File: src/rtl/axis_fifo_sf_pkg.sv
// Shared types and helpers for the store-and-forward AXI-stream FIFO.
// Entry layout is {tlast, tdata}; the release FSM state lives here too.
package axis_fifo_sf_pkg;

  localparam int MAX_WIDTH = 512;

  // Canonical entry layout; the FIFO stores the low WIDTH bits of tdata.
  typedef struct packed {
    logic                 tlast;
    logic [MAX_WIDTH-1:0] tdata;
  } entry_t;

  typedef enum logic {
    REL_IDLE   = 1'b0,
    REL_FORCED = 1'b1
  } rel_state_t;

  function automatic int depth(input int size);
    return 1 << size;
  endfunction

endpackage

File: src/rtl/axis_fifo_sf_ram.sv
// Flop-array storage for axis_fifo_sf: synchronous write, asynchronous read.
module axis_fifo_sf_ram
  import axis_fifo_sf_pkg::*;
#(
  parameter int EW = 33,
  parameter int AW = 5
) (
  input  logic          clk,
  input  logic          we,
  input  logic [AW-1:0] waddr,
  input  logic [EW-1:0] wdata,
  input  logic [AW-1:0] raddr,
  output logic [EW-1:0] rdata
);

  localparam int DEPTH = depth(AW);

  logic [EW-1:0] mem [0:DEPTH-1];

  always_ff @(posedge clk) begin
    if (we) mem[waddr] <= wdata;
  end

  assign rdata = mem[raddr];

endmodule

File: src/rtl/axis_fifo_sf.sv
// First-word-fall-through AXI-stream FIFO with optional store-and-forward.
// Define AXIS_FIFO_SF_PKT_MODE_EN to hold output until a full packet is stored.
module axis_fifo_sf
  import axis_fifo_sf_pkg::*;
#(
  parameter int WIDTH        = 32,
  parameter int SIZE         = 5,
  parameter int AFULL_THRESH = 2**SIZE - 2
) (
  input  logic             clk,
  input  logic             reset,
  input  logic             clear,
  input  logic [WIDTH-1:0] i_tdata,
  input  logic             i_tlast,
  input  logic             i_tvalid,
  output logic             i_tready,
  output logic [WIDTH-1:0] o_tdata,
  output logic             o_tlast,
  output logic             o_tvalid,
  input  logic             o_tready,
  output logic [SIZE:0]    occupied,
  output logic [SIZE:0]    space,
  output logic             almost_full,
  output logic [SIZE:0]    pkt_count,
  output logic             forced_release
);

  localparam int            DEPTH   = depth(SIZE);
  localparam logic [SIZE:0] DEPTH_V = (SIZE+1)'(DEPTH);
  localparam logic [SIZE:0] AFULL_V = (SIZE+1)'(AFULL_THRESH);
  localparam logic [SIZE:0] ONE     = (SIZE+1)'(1);

  logic [SIZE:0]  wr_ptr, rd_ptr;
  logic [SIZE:0]  occ_q, space_q, pkt_q;
  logic [SIZE:0]  occ_next, pkt_next;
  logic           ready_q, afull_q;
  logic           full, empty, wr_en, rd_en;
  logic [WIDTH:0] rd_entry;

  // Extra pointer MSB separates a wrapped (full) FIFO from an empty one.
  assign empty = (wr_ptr == rd_ptr);
  assign full  = (wr_ptr == {~rd_ptr[SIZE], rd_ptr[SIZE-1:0]});

  assign i_tready = ready_q & ~full;
  assign wr_en    = i_tvalid & i_tready & ~clear;
  assign rd_en    = o_tvalid & o_tready & ~clear;

  assign {o_tlast, o_tdata} = rd_entry;

  assign occupied    = occ_q;
  assign space       = space_q;
  assign almost_full = afull_q;
  assign pkt_count   = pkt_q;

  always_comb begin
    occ_next = occ_q;
    pkt_next = pkt_q;
    if (clear) begin
      occ_next = '0;
      pkt_next = '0;
    end else begin
      case ({wr_en, rd_en})
        2'b10:   occ_next = occ_q + ONE;
        2'b01:   occ_next = occ_q - ONE;
        default: occ_next = occ_q;
      endcase
      case ({wr_en & i_tlast, rd_en & o_tlast})
        2'b10:   pkt_next = pkt_q + ONE;
        2'b01:   pkt_next = pkt_q - ONE;
        default: pkt_next = pkt_q;
      endcase
    end
  end

  always_ff @(posedge clk or negedge reset) begin
    if (!reset) begin
      wr_ptr  <= '0;
      rd_ptr  <= '0;
      occ_q   <= '0;
      space_q <= DEPTH_V;
      pkt_q   <= '0;
      afull_q <= 1'b0;
      ready_q <= 1'b0;
    end else begin
      ready_q <= 1'b1;
      occ_q   <= occ_next;
      space_q <= DEPTH_V - occ_next;
      pkt_q   <= pkt_next;
      afull_q <= (occ_next >= AFULL_V);
      if (clear) begin
        wr_ptr <= '0;
        rd_ptr <= '0;
      end else begin
        if (wr_en) wr_ptr <= wr_ptr + ONE;
        if (rd_en) rd_ptr <= rd_ptr + ONE;
      end
    end
  end

  axis_fifo_sf_ram #(
    .EW (WIDTH + 1),
    .AW (SIZE)
  ) u_ram (
    .clk   (clk),
    .we    (wr_en),
    .waddr (wr_ptr[SIZE-1:0]),
    .wdata ({i_tlast, i_tdata}),
    .raddr (rd_ptr[SIZE-1:0]),
    .rdata (rd_entry)
  );

`ifdef AXIS_FIFO_SF_PKT_MODE_EN
  rel_state_t rel_q, rel_next;
  logic       forced_q;

  // A full FIFO with no complete packet can never finish one: release it.
  always_comb begin
    rel_next = rel_q;
    if (clear) begin
      rel_next = REL_IDLE;
    end else begin
      case (rel_q)
        REL_IDLE:   if (full && (pkt_q == '0)) rel_next = REL_FORCED;
        REL_FORCED: if (rd_en && o_tlast)      rel_next = REL_IDLE;
        default:    rel_next = REL_IDLE;
      endcase
    end
  end

  always_ff @(posedge clk or negedge reset) begin
    if (!reset) begin
      rel_q    <= REL_IDLE;
      forced_q <= 1'b0;
    end else begin
      rel_q <= rel_next;
      if (clear)
        forced_q <= 1'b0;
      else if ((rel_q == REL_IDLE) && (rel_next == REL_FORCED))
        forced_q <= 1'b1;
    end
  end

  assign o_tvalid       = ~empty & ((pkt_q != '0) | (rel_q == REL_FORCED));
  assign forced_release = forced_q;
`else
  assign o_tvalid       = ~empty;
  assign forced_release = 1'b0;
`endif

endmodule
File: config.mk
export PLATFORM = sky130hd
export DESIGN_NAME = axis_fifo_sf
export DESIGN_NICKNAME = d
export VERILOG_FILES = /design/src/rtl/axis_fifo_sf_pkg.sv /design/src/rtl/axis_fifo_sf_ram.sv /design/src/rtl/axis_fifo_sf.sv
export SDC_FILE = /design/constraint.sdc
export NUM_CORES = 1
export LEC_CHECK = 0
export ABC_AREA = 0
export BUFFER_PORTS_ARGS = -buffer_cell sky130_fd_sc_hd__buf_2
export CAP_MARGIN = 5
export CORE_AREA = 5 5 271 273
export CTS_CLUSTER_DIAMETER = 40
export DETAILED_ROUTE_END_ITERATION = 10
export DIE_AREA = 0 0 276 278
export PLACE_DENSITY = 0.87
export REMOVE_ABC_BUFFERS = 1
export SLEW_MARGIN = 30
export SYNTH_ARGS = -nofsm -noshare
export SYNTH_HDL_FRONTEND = slang
export SYNTH_SLANG_ARGS = --single-unit
File: constraint.sdc
create_clock -name clk -period 4.5 [get_ports clk]
set_clock_uncertainty 0.15 [all_clocks]
set_input_delay 0.675 -clock clk [delete_from_list [all_inputs] [get_ports clk]]
set_output_delay 0.675 -clock clk [all_outputs]
set_load 0.01 [all_outputs]
== Word level (Yosys, flattened, before mapping) ==
Memory sizes are Yosys's and may differ from the RTL's.
Index checks and enable logic that the tools add are counted.
Word-level totals
  flip-flop bits (word level): 32
  output and inout bits: 55
  ROM bits: 0
  memories: 1
  RAM bits: 1056
  input port bits: 38
  bits in latches: 0
Operators by class
  multiply operators: 0
  equality and inequality tests: 6
  shift operators: 0
  mux-type cells: 10
  magnitude comparators: 1
  add/subtract/negate cells: 7
  bitwise gates (word level): 11
  reduce and logical (&&, ||, !) cells: 3
  div/mod/pow operators: 0
Memories
  u_ram.mem: words 32, width 33, read ports 1, clocked after Yosys merged registers in 0, write ports 1, RTL line axis_fifo_sf_ram.sv:18  | logic [EW-1:0] mem [0:DEPTH-1];
Operators with widths (number)
  two-way mux 6 bit: 6
  adder 6 x 1 -> 6 bit (second input constant): 4
  case mux 6 bit (2 select lines): 2
  equality test 6 bit: 2
  subtractor 6 x 1 -> 6 bit (second input constant): 2
  AND 1 bit: 7
  greater-or-equal comparator 6 x 5 -> 1 bit (second input constant): 1
  subtractor 6 bit (first input constant): 1
  equality test 2 x 1 -> 1 bit (second input constant): 2
  equality test 2 bit (second input constant): 2
  NOT 1 bit: 4
  nonzero test 2 bit: 2
  nonzero test 3 bit: 1
  two-way mux 1 bit: 2

== Logic depth before layout (Yosys ltp) ==
  depth after elaboration: 10
  depth in mapped cells: 18

== Modules after synthesis ==
From an unflattened synthesis, not the netlist that was laid out.
Unflattened totals
  cell total of the unflattened synthesis: 2498
  area total of the unflattened synthesis: 43162.6 sq um
By module, submodules not included
  axis_fifo_sf_ram: cells an instance 2299, sequential area each 31710.4 sq um, area an instance 41153.2 sq um, instances 1
  axis_fifo_sf: cells an instance 199, sequential area each 777.0 sq um, area an instance 2009.4 sq um, instances 1

== Worst setup path before layout ==
OpenSTA, ideal clock, no wires.
  path type: register to register
  start: register rd_ptr[1]
  end: register pkt_q[5], in the netlist pkt_count[5]
  data required time: 4.206 ns
  cell stages (with the launch flop): 16
  data arrival time: 3.798 ns
  path buffers: 2
  path slack: 0.409 ns
  cells stage by stage: dfrtp_1 buf_4 buf_12 mux2i_1 a22oi_1 a21oi_1 or4_4 nor4_1 ha_1 a211oi_1 o21bai_1 a21oi_1 nor3_1 mux2_2 a211oi_1 o2111ai_1
On the way
  cells in the longest elaborated chain, start to end: 9
RTL lines
  from (decl): RTL line axis_fifo_sf.sv:33  | logic [SIZE:0] wr_ptr, rd_ptr;
  from (signal assigned): RTL line axis_fifo_sf.sv:95  | if (rd_en) rd_ptr <= rd_ptr + ONE;
  equality test 6 bit: RTL line axis_fifo_sf.sv:42  | assign full = (wr_ptr == {~rd_ptr[SIZE], rd_ptr[SIZE-1:0]});
  NOT 1 bit: RTL line axis_fifo_sf.sv:44  | assign i_tready = ready_q & ~full;
  AND 1 bit: RTL line axis_fifo_sf.sv:44
  AND 1 bit (2 in series): RTL line axis_fifo_sf.sv:45  | assign wr_en = i_tvalid & i_tready & ~clear;
  AND 1 bit: RTL line axis_fifo_sf.sv:67  | case ({wr_en & i_tlast, rd_en & o_tlast})
  equality test 2 x 1 -> 1 bit / equality test 2 bit (equally long branches): RTL line axis_fifo_sf.sv:67
  case mux 6 bit (2 select lines): RTL line axis_fifo_sf.sv:67
  two-way mux 6 bit: RTL line axis_fifo_sf.sv:58  | if (clear) begin
  to (signal assigned): RTL line axis_fifo_sf.sv:88  | pkt_q <= pkt_next;
  to (decl): RTL line axis_fifo_sf.sv:34  | logic [SIZE:0] occ_q, space_q, pkt_q;
Several ways; a longest one is shown, not always the timed one.
A chain may end at the register's enable or synchronous reset.

== Worst setup path in the final report ==
  start: register rd_ptr[1]
  end: output port o_tdata[7]
On the way
  cells in the longest elaborated chain, start to end: 1
RTL lines
  memory (32 x 33 bit)
  to (decl): RTL line axis_fifo_sf.sv:17  | output logic [WIDTH-1:0] o_tdata,
Every way passes these cells.

==> results.toml <==
[sta]
fin_ws_ns = 0.0409
final_hold_viol_count = 0
worstMarginPinSlew_ns = 0.917
drv_slew = 0
relSlewSlack = 0.387
tns_ns = 0
fmax_mhz = 224
fin_hold_ws_ns = 0.263
period_minus_slack_ns = 4.46
timing.final.crit_share = 0.991
setup_viol_count_final = 0

[finish]
num-fill-cells = 3989
regArea_um2 = 32500
drive_gt1_frac = 0.362
nets = 2039
final_cell_mix = "edfxtp_1, mux4_2, clkbuf_16, buf_2, buf_4"
final_cells = 3040
final_common_cell = "edfxtp_1"
area_growth_pct = 15.5
multi_input_area_um2 = 9430
utilization = 0.686
fin_area_um2 = 48600

[hold_path]
min_path_type = "in2reg"
min_path_cells = 2
hold_end = "wr_ptr[2]"
min-delay-start = "clear"

[critical_path]
required_ns = 3.67
startpoint_type = "register"
cp_data_arrival_time_ns = 3.63
endpoint_kind = "output port"
critPathLaunch = "rd_ptr[1]"
criticalPathCategory = "reg2out"
reg2reg_slack_ns = 0.18
cp_max_fo = 50
critPathMaxStageDelay_ns = 0.72
cpMaxStageDelayCell = "dfrtp_4"
r2r_end = "pkt_count[5]"
crit-reg2reg-launch = "rd_ptr[1]"
ff2ff_path_depth = 14
cp_common_cell = "mux4_2"
crit_chain = "buf_12 -> buf_8 -> mux4_2 -> mux4_2 -> mux2_2 -> buf_2"

[die]
dieArea_um2 = 76700
core.rowCount = 98
initial_core_util = 0.594
die_x_um = 276
num_io_pins = 93
core_area_um2 = 70900
die_y_um = 278

[synthesis]
netlist_area_um2 = 42100
syn_inst = 1784
async_reset_ff_frac = 0.0285
yosys_register_bits = 1087
synth-edff-count = 1056
avgSynthCellArea_um2 = 23.6
yosysWarnings = 0
synth_ff_type = "edfxtp_1"
ys_seq_area_frac = 0.771
synth.distinct_cells = 53

[power]
peakVddDrop_mv = 0.378
power.density_nw_per_um2 = 479
power.total_mw = 23.3
leakage_nw = 15.1

[placed_design]
placed_cells = 2809
portBuffers = 91
gp_congestion = 0.859
post-place-ws_ns = 0.248
post_dp_cell_area_um2 = 44400
hpwl_mm = 58.0

[cts]
cts_tree = "done"
path_clk_slew_ns = 0.06
cts_max_level = 3
cts_root_buf = "clkbuf_16"
postCtsSetupRepairBufs = 0
clockBufferDepth = 3
cts_made_buffers = 119
clock_sinks = 1087
clock_latency_ns = 0.70

[detailed_routing]
drt-initial-drc-count = 3843
num_vias = 22200
antenna_left = 0
wl_per_cell_um = 39.2
routed_wirelength_mm = 119
drtPass1Iterations = 5
drc = 0
detail_route.vias_per_cell = 7.29

[status]
status = "finished, final reports clean"

[flow_run]
max_cap_viol_count = 0

[grt]
antenna_found_initial = 3
grt_max_degree = 127
overflow = 0
track_usage = 0.311
grt_pass1_vias = 22900
grt_pass1_wl_mm = 170
## cells in the mapped netlist (all sizes together), types with 2 or more instances
library cell / n / area share
xnor2: 14 / 0.0029
o21a: 3 / 0.00053
nand3b: 4 / 0.00071
xor2: 11 / 0.0023
a22o: 2 / 0.00042
o2111ai: 2 / 0.00042
nand4: 2 / 0.00030
conb: 2 / 0.00018
mux2i: 16 / 0.0038
edfxtp: 1056 / 0.75
nor3b: 3 / 0.00053
a22oi: 8 / 0.0014
nor3: 10 / 0.0015
inv: 12 / 0.0011
or4: 2 / 0.00045
a21o: 4 / 0.00071
nand2b: 4 / 0.00059
nand2: 19 / 0.0017
nor4: 4 / 0.00059
mux4: 320 / 0.17
buf: 45 / 0.0057
a211oi: 4 / 0.00071
or3: 3 / 0.00045
nor2b: 3 / 0.00045
nor2: 54 / 0.0048
mux2: 33 / 0.0088
o21ai: 10 / 0.0012
and2: 2 / 0.00030
fa: 2 / 0.00095
a21oi: 18 / 0.0022
clkbuf: 45 / 0.0040
ha: 16 / 0.0048
nand3: 10 / 0.0012
dfrtp: 30 / 0.018
## worst max-delay path, delay by kind of cell, from the launching register on
family                 cells  cell delay [ns]
buffers and inverters      3             0.90
DFF                        1             0.72
muxes                      3             1.23
## cell families after synthesis
kind of cell / after synthesis / share of synthesized area
adder cells (fa/ha/maj): 18 / 0.00570
other: 2 / 0.000178
AO/OA/AOI/OAI: 56 / 0.00859
XOR/XNOR: 25 / 0.00520
flip-flops: 1087 / 0.771
AND/OR/NAND/NOR: 125 / 0.0146
multiplexers: 369 / 0.184
buffers and inverters: 102 / 0.0108
## flip-flops by register name, summed over array words and instances (netlist names)
signal	count
space	6
u_ram.mem	1056
pkt_count	6
ready_q	1
wr_ptr	6
rd_ptr	6
occupied	5
almost_full	1
## per-layer routing
metal / routed length [um] / GRT usage / vias up
met5: 0 / 0 / -
met4: 7870 / 0.166 / 0
li1: - / - / 8046
met1: 38800 / 0.398 / 11400
met2: 59300 / 0.511 / 2204
met3: 13300 / 0.0689 / 469
## worst max path at each step
| stage | to | slack, ns | cells after the start |
|---|---|---|---|
| after global placement | pkt_count[5] | 0.40 | 14 |
| after detailed placement | pkt_count[5] | 0.25 | 14 |
| final | o_tdata[7] | 0.04 | 6 |
| after global routing | o_tdata[15] | -0.02 | 5 |
| after floorplan | pkt_count[5] | -9.26 | 13 |
| after CTS | o_tdata[15] | 0.004 | 5 |
## layout make-up
type / instances / area share
well taps: 950 / 0.0244
multi-input cells: 595 / 0.194
repair buffers: 168 / 0.0282
flip-flops and latches: 1087 / 0.668
clock buffers: 134 / 0.0624
clock inverters: 91 / 0.0218
diodes: 3 / 0.000154
inverters: 12 / 0.000926
## power by group
part	internal (mW)	switching [mW]	total, mW
sequential	11.1	0.0490	11.2
combinational	0.920	0.961	1.88
clock	5.91	4.33	10.2
total	18.0	5.34	23.3
## timing repair
action,in CTS,in global routing
endpoints found under the hold margin,30,0
endpoints found under the setup margin,17,10
cloned,2,0
gates resized for setup,7,8
hold buffers,1,0
No activity file was read; power rests on OpenSTA's default activity.
